===== src/rtl/alu_share_if.sv =====
// ---------------------------------------------------------------------------
// alu_share_if
// Bundles every signal between the execute-stage requesters, the shared
// combinational ALU and the alu_share_arbiter.
//
// Parameters
//   NUM_REQ  number of requesters (2..8)
//   OPW      ALU op-code width (op 8 = UNKNOWN)
//   DW       operand width (bit 32 is the SLTU extension bit)
//
// Signals
//   req_valid / req_ready      per-requester handshake, one bit per requester
//   req_in_a / req_in_b        packed operands, slice i = [i*DW +: DW]
//   req_alu_op                 packed op codes, slice i = [i*OPW +: OPW]
//   alu_in_a / alu_in_b/alu_op granted operation presented to the ALU
//   alu_result                 combinational ALU answer, same cycle
//   rsp_valid / rsp_ready      one-hot result handshake back to the owner
//   rsp_result / rsp_illegal   registered result and UNKNOWN-op flag
//
// Modports
//   slave   the arbiter side
//   master  the environment side (requesters plus the ALU itself)
// ---------------------------------------------------------------------------
interface alu_share_if #(
   parameter int NUM_REQ = 3,
   parameter int OPW     = 5,
   parameter int DW      = 33
) ();

   logic [NUM_REQ-1:0]     req_valid;
   logic [NUM_REQ-1:0]     req_ready;
   logic [NUM_REQ*DW-1:0]  req_in_a;
   logic [NUM_REQ*DW-1:0]  req_in_b;
   logic [NUM_REQ*OPW-1:0] req_alu_op;

   logic [DW-1:0]          alu_in_a;
   logic [DW-1:0]          alu_in_b;
   logic [OPW-1:0]         alu_op;
   logic [31:0]            alu_result;

   logic [NUM_REQ-1:0]     rsp_valid;
   logic [NUM_REQ-1:0]     rsp_ready;
   logic [31:0]            rsp_result;
   logic                   rsp_illegal;

   modport slave (
      input  req_valid, req_in_a, req_in_b, req_alu_op, alu_result, rsp_ready,
      output req_ready, alu_in_a, alu_in_b, alu_op, rsp_valid, rsp_result, rsp_illegal
   );

   modport master (
      output req_valid, req_in_a, req_in_b, req_alu_op, alu_result, rsp_ready,
      input  req_ready, alu_in_a, alu_in_b, alu_op, rsp_valid, rsp_result, rsp_illegal
   );

endinterface


===== src/rtl/alu_share_arbiter.sv =====
// ---------------------------------------------------------------------------
// alu_share_arbiter
// Shares one combinational ALU between NUM_REQ execute-stage requesters
// (integer execute, branch compare, load/store address generation).
// A round-robin scan picks one valid requester per cycle whenever the
// one-entry result stage can take a new entry; the granted operands are
// steered to the ALU and the answer is captured into the result stage,
// which returns it to its owner with a one-hot valid/ready handshake.
//
// Ports
//   clk      rising-edge clock
//   reset_n  asynchronous, active-low reset
//   bus      alu_share_if.slave: request handshakes and operands, ALU
//            operand/op outputs and result input, response handshake
//
// Notes
//   - req_ready is combinational from req_valid/rsp_ready (same-cycle grant).
//   - A result stage whose owner drains in the same cycle can accept a new
//     operation, so a continuously draining owner sees 1 op/cycle.
//   - Op code 8 is UNKNOWN: the response carries rsp_illegal=1 and result 0.
//   - After reset release nothing is granted until the first clock edge.
// ---------------------------------------------------------------------------
module alu_share_arbiter #(
   parameter int NUM_REQ = 3,
   parameter int OPW     = 5,
   parameter int DW      = 33
) (
   input  logic        clk,
   input  logic        reset_n,
   alu_share_if.slave  bus
);

   localparam int             PTRW       = (NUM_REQ > 1) ? $clog2(NUM_REQ) : 1;
   localparam logic [OPW-1:0] OP_UNKNOWN = OPW'(8);
   localparam logic [PTRW-1:0] LAST_IDX  = PTRW'(NUM_REQ - 1);

   typedef enum logic {
      EMPTY = 1'b0,
      FULL  = 1'b1
   } stage_t;

   stage_t              stage;
   logic [PTRW-1:0]     owner;
   logic [PTRW-1:0]     rr_ptr;
   logic                armed;
   logic [NUM_REQ-1:0]  rsp_valid_q;
   logic [31:0]         rsp_result_q;
   logic                rsp_illegal_q;

   int                  scan_idx;
   logic                any_valid;
   logic [PTRW-1:0]     grant_idx;
   logic                can_accept;
   logic                grant;
   logic [PTRW-1:0]     next_ptr;
   logic [NUM_REQ-1:0]  ready_vec;
   logic [DW-1:0]       mux_a;
   logic [DW-1:0]       mux_b;
   logic [OPW-1:0]      mux_op;
   logic                op_illegal;

   // Round-robin scan: walk the requesters starting at rr_ptr, wrapping at
   // NUM_REQ, and remember the first one presenting an operation.
   always_comb begin
      scan_idx  = 0;
      any_valid = 1'b0;
      grant_idx = '0;
      for (int k = 0; k < NUM_REQ; k++) begin
         scan_idx = int'(rr_ptr) + k;
         if (scan_idx >= NUM_REQ) begin
            scan_idx = scan_idx - NUM_REQ;
         end
         if (!any_valid && bus.req_valid[scan_idx]) begin
            any_valid = 1'b1;
            grant_idx = PTRW'(scan_idx);
         end
      end
   end

   // The stage can take a new entry when empty, or when its current owner
   // consumes the held result this very cycle. armed holds off any grant
   // until the first edge after reset release.
   always_comb begin
      can_accept = (stage == EMPTY) || bus.rsp_ready[owner];
      grant      = armed && can_accept && any_valid;
   end

   // Steer the granted slice to the ALU. With no grant the ALU sees 0/0/8
   // so stale operands never leak through.
   always_comb begin
      ready_vec = '0;
      mux_a     = '0;
      mux_b     = '0;
      mux_op    = OP_UNKNOWN;
      if (grant) begin
         ready_vec[grant_idx] = 1'b1;
         mux_a  = bus.req_in_a[int'(grant_idx) * DW +: DW];
         mux_b  = bus.req_in_b[int'(grant_idx) * DW +: DW];
         mux_op = bus.req_alu_op[int'(grant_idx) * OPW +: OPW];
      end
      op_illegal = (mux_op == OP_UNKNOWN);
      next_ptr   = (grant_idx == LAST_IDX) ? '0 : grant_idx + PTRW'(1);
   end

   // Result stage state machine. A grant always loads the stage (even over
   // a same-cycle drain); otherwise a drain by the owner empties it, and
   // any other case holds result, flag and owner. The pointer only moves
   // on a grant.
   always_ff @(posedge clk or negedge reset_n) begin
      if (!reset_n) begin
         stage         <= EMPTY;
         owner         <= '0;
         rr_ptr        <= '0;
         armed         <= 1'b0;
         rsp_valid_q   <= '0;
         rsp_result_q  <= '0;
         rsp_illegal_q <= 1'b0;
      end else begin
         armed <= 1'b1;
         if (grant) begin
            stage         <= FULL;
            owner         <= grant_idx;
            rsp_valid_q   <= ready_vec;
            rsp_result_q  <= op_illegal ? 32'd0 : bus.alu_result;
            rsp_illegal_q <= op_illegal;
            rr_ptr        <= next_ptr;
         end else if ((stage == FULL) && bus.rsp_ready[owner]) begin
            stage       <= EMPTY;
            rsp_valid_q <= '0;
         end
      end
   end

   assign bus.req_ready   = ready_vec;
   assign bus.alu_in_a    = mux_a;
   assign bus.alu_in_b    = mux_b;
   assign bus.alu_op      = mux_op;
   assign bus.rsp_valid   = rsp_valid_q;
   assign bus.rsp_result  = rsp_result_q;
   assign bus.rsp_illegal = rsp_illegal_q;

endmodule

===== src/flat_wrapper.sv =====
// flat-port wrapper written by rule: the top's interface ports become plain ports
module alu_share_arbiter_flat 
#(
   parameter int NUM_REQ = 3,
   parameter int OPW     = 5,
   parameter int DW      = 33
)
  (clk, reset_n, bus_req_valid, bus_req_in_a, bus_req_in_b, bus_req_alu_op, bus_alu_result, bus_rsp_ready, bus_req_ready, bus_alu_in_a, bus_alu_in_b, bus_alu_op, bus_rsp_valid, bus_rsp_result, bus_rsp_illegal);
  alu_share_if #(.NUM_REQ(NUM_REQ), .OPW(OPW), .DW(DW)) bus_i ();
  input  logic clk;
  input  logic reset_n;
  input wire logic [$bits(bus_i.req_valid)-1:0] bus_req_valid;
  input wire logic [$bits(bus_i.req_in_a)-1:0] bus_req_in_a;
  input wire logic [$bits(bus_i.req_in_b)-1:0] bus_req_in_b;
  input wire logic [$bits(bus_i.req_alu_op)-1:0] bus_req_alu_op;
  input wire logic [$bits(bus_i.alu_result)-1:0] bus_alu_result;
  input wire logic [$bits(bus_i.rsp_ready)-1:0] bus_rsp_ready;
  output wire logic [$bits(bus_i.req_ready)-1:0] bus_req_ready;
  output wire logic [$bits(bus_i.alu_in_a)-1:0] bus_alu_in_a;
  output wire logic [$bits(bus_i.alu_in_b)-1:0] bus_alu_in_b;
  output wire logic [$bits(bus_i.alu_op)-1:0] bus_alu_op;
  output wire logic [$bits(bus_i.rsp_valid)-1:0] bus_rsp_valid;
  output wire logic [$bits(bus_i.rsp_result)-1:0] bus_rsp_result;
  output wire logic [$bits(bus_i.rsp_illegal)-1:0] bus_rsp_illegal;
  assign bus_i.req_valid = bus_req_valid;
  assign bus_i.req_in_a = bus_req_in_a;
  assign bus_i.req_in_b = bus_req_in_b;
  assign bus_i.req_alu_op = bus_req_alu_op;
  assign bus_i.alu_result = bus_alu_result;
  assign bus_i.rsp_ready = bus_rsp_ready;
  assign bus_req_ready = bus_i.req_ready;
  assign bus_alu_in_a = bus_i.alu_in_a;
  assign bus_alu_in_b = bus_i.alu_in_b;
  assign bus_alu_op = bus_i.alu_op;
  assign bus_rsp_valid = bus_i.rsp_valid;
  assign bus_rsp_result = bus_i.rsp_result;
  assign bus_rsp_illegal = bus_i.rsp_illegal;
  alu_share_arbiter #(.NUM_REQ(NUM_REQ), .OPW(OPW), .DW(DW)) u_core (.clk(clk), .reset_n(reset_n), .bus(bus_i));
endmodule

===== config.mk =====
export PLATFORM = sky130hd
export DESIGN_NAME = alu_share_arbiter_flat
export DESIGN_NICKNAME = d
export VERILOG_FILES = /design/src/rtl/alu_share_if.sv /design/src/rtl/alu_share_arbiter.sv /design/src/flat_wrapper.sv
export SDC_FILE = /design/constraint.sdc
export NUM_CORES = 1
export LEC_CHECK = 0
export CAP_MARGIN = 20
export CORE_AREA = 2 2 143 145
export DETAILED_ROUTE_END_ITERATION = 12
export DIE_AREA = 0 0 145 147
export PLACE_DENSITY = 0.52
export SLEW_MARGIN = 20
export SYNTH_ARGS = -nofsm -noshare
export SYNTH_HDL_FRONTEND = slang
export SYNTH_SLANG_ARGS = --single-unit

===== constraint.sdc =====
create_clock -name clk -period 4.3 [get_ports clk]
set_input_delay 0.645 -clock clk [delete_from_list [all_inputs] [get_ports clk]]
set_output_delay 0.645 -clock clk [all_outputs]
set_load 0.01 [all_outputs]

==> impl_results.md <==
- Clk buf depth: 2
- Mapped Nets: 740
- Worst vdd ir: 317 uV
- Cell chosen for the clock root: clkbuf_16
- Capturing point of the worst reg2reg path: u_core.bus.rsp_result[12]
- Share of cells above drive strength 1: 0.0552
- CP startpoint: bus_req_valid[1]
- Worst Setup EP: bus_alu_in_a[14]
- Status: finished, final reports clean
- Global routing met2 resource utilization: 0.301
- Path depth of the worst reg2reg path: 10
- Total Power: 5.50 mW
- Layout Nets: 1090
- Port bufs: 362
- Post-CTS setup buffers: 0
- R2R setup slack: 0.94 ns
- Dpl hpwl: 14900 um
- Final antenna diode count: 0
- MaxCap Viol Count: 0
- Worst Hold Slack: 0.360 ns
- Unrepaired setup endpoints after global routing: no
- Hold Path Class: input port to async pin
- Top_reg_cell synth: dfrtp_1
- Gpl congestion: 0.826
- Area growth syn-to-layout: 114%
- Remaining global-route overflow: 0
- Number of CTS-inserted buffers: 5
- Initial DRC Count: 194
- EDFF count, synth: 0
- Setup crit end kind: output port
- CP required: 3.65 ns
- Post-route clock skew: 0.00636 ns
- Max-slew headroom: 0.623
- Die X-Extent: 145 um
- Largest net degree at the start of global routing: 51
- # rows: 52
- Clk slew on worst S/H paths: 0.06 ns
- H-tree lvl count: 2
- PwrDens: 684 nW/um^2
- Setup tns final: 0 ns
- Synth area leaders: dfrtp_1 (28%), mux2i_1 (20%), a211oi_1 (14%)
- Core Area: 19800 sq um
- Post-route setup slack: 0.176 ns
- Critical path class: input port to output port
- Die area: 21300 sq um
- Max FO, Critical Path: 50
- Count of final setup violators: 0
- Non-Filler Instances: 1104
- Via density: 4.36
- Clk sinks: 42
- Netlist area before placement: 3750 sq um
- Cell Area, Placed: 7840 sq um
- M1 GR Usage: 0.193
- Vias in the first global route: 4893
- Yosys top cell area share: 0.281
- WL final: 18400 um
- DR DRC count: 0
- Fin crit share: 0.959
- Synth area leader: dfrtp_1
- Worst-Margin Slew: 0.565 ns
- RR Startpoint: u_core.rr_ptr[0]
- Io pins: 363
- CTS Hold Bufs: 0
- Gr usage total: 0.164
- Post-route ant nets: 0
- FILL cells: 2060
- Post-Place Cells: 1096
- Synth top cells by count: mux2i_1 (74), nor2_1 (74), nand2_1 (73)
- WP data arrival: 3.48 ns
- Crit start category: input port
- Die height: 147 um
- Latest clock arrival within the worst-skew pair: 0.28 ns
- Warnings from Yosys: 0
- Slew Limit Fails: 0
- Distinct cells, synth: 39
- Most Crowded Layer GR: met2
- Min Tclk post-route: 4.12 ns
- Routed vias: 4816
- Post-route design area: 8030 sq um
- P_leak: 3.31 nW
- Mapped Cells: 483
- Ys async rst share: 1.00
- Post-place setup slack: 0.166 ns
- Fmax: 243 MHz
- Mapped Avg Cell Area: 7.76 sq um
- Pre-antenna DRT Iters: 4
- Post-synthesis sequential element count: 42
- Initial antenna violation count: 0
- First-pass GRT wire length: 27900 um
- Initial core utilization: 0.189
- Met3 Usage GRT: 0.0447
- TritonCTS clock tree: done
- Final Hold Vio Count: 0
- Avg WL per Cell: 16.7 um
- Post-layout util: 0.405
- Seq/Total Area, Yosys: 0.281
[metal layers]
metal | share of wire | wire length [um] | vias up
met4 | 0.016 | 294 | 0
met5 | 0 | 0 | -
met3 | 0.074 | 1370 | 17
met2 | 0.51 | 9380 | 186
li1 | - | - | 2436
met1 | 0.40 | 7370 | 2177
[area by class of cell]
class,instances,area [sq um],share of cell area
repair buffers,387,3910,0.487
multi-input cells,395,2560,0.319
flip-flops and latches,42,1050,0.131
well taps,270,338,0.0420
clock buffers,6,129,0.0160
clock inverters,2,37.5,0.00467
inverters,2,7.51,0.000934
[where the power goes]
part / internal (mW) / switching, mW / total [mW]
registers: 0.578 / 0.0913 / 0.669
clock network: 0.274 / 0.148 / 0.422
logic: 2.21 / 2.19 / 4.41
total: 3.07 / 2.43 / 5.50
[critical path, stage by stage]
cell and delay [ns]:
clkdlybuf4s50_1 0.54, nor2b_1 0.06, or4b_1 0.48, a311o_1 0.41, and2_4 0.24, buf_12 0.20, a211oi_1 0.27, clkdlybuf4s50_1 0.59
[what timing repair did]
item                                    4_1_cts  5_1_grt
endpoints found under the setup margin        0       71
endpoints found under the hold margin         0        0
resized for setup                             0        6
[layout by cell type (no fill, tap or decap), types with 2 or more instances in the layout]
cell type        Yosys  routed
a211oi_1            69      68
a211oi_2             1       2
a21o_1               4       4
a21oi_1             39      39
a311oi_2             2       2
and2_1               3       2
buf_12               0       8
buf_4                0      18
clkbuf_16            0       5
clkdlybuf4s50_1      0     361
dfrtp_1             42      42
ha_1                 4       2
inv_1                2       2
mux2i_1             74      72
mux2i_2              0       2
nand2_1             73      72
nand2b_1             7       7
nand3_1              6       5
nand3b_1             4       4
nor2_1              74      74
nor2b_1              4       4
o211ai_1             3       3
o21a_1               4       4
o21ai_0              6       6
o22ai_1              2       2
[cells by family after synthesis]
family,after synthesis,synth area share
AND/OR/NAND/NOR,178,0.205
AO/OA/AOI/OAI,137,0.251
multiplexers,75,0.201
buffers and inverters,46,0.0488
flip-flops,42,0.281
adder cells (fa/ha/maj),4,0.0134
other,1,0.00100
[sequential cells by signal, indices dropped and copies added, names as in the netlist]
name                    cells
u_core.bus.rsp_result      32
u_core.bus.rsp_valid        3
u_core.owner                2
u_core.rr_ptr               2
u_core.armed                1
u_core.bus.rsp_illegal      1
u_core.stage                1
[worst min path at each step]
stage,to,slack [ns]
3_3_place_gp,u_core.bus.rsp_valid[2],0.46
3_5_place_dp,u_core.bus.rsp_valid[1],0.47
2_1_floorplan,u_core.armed,0.35
6_report,u_core.bus.rsp_result[17],0.36
4_1_cts,u_core.bus.rsp_valid[1],0.48
5_1_grt,u_core.bus.rsp_result[17],0.41
Power figures use the tool's default switching activity.
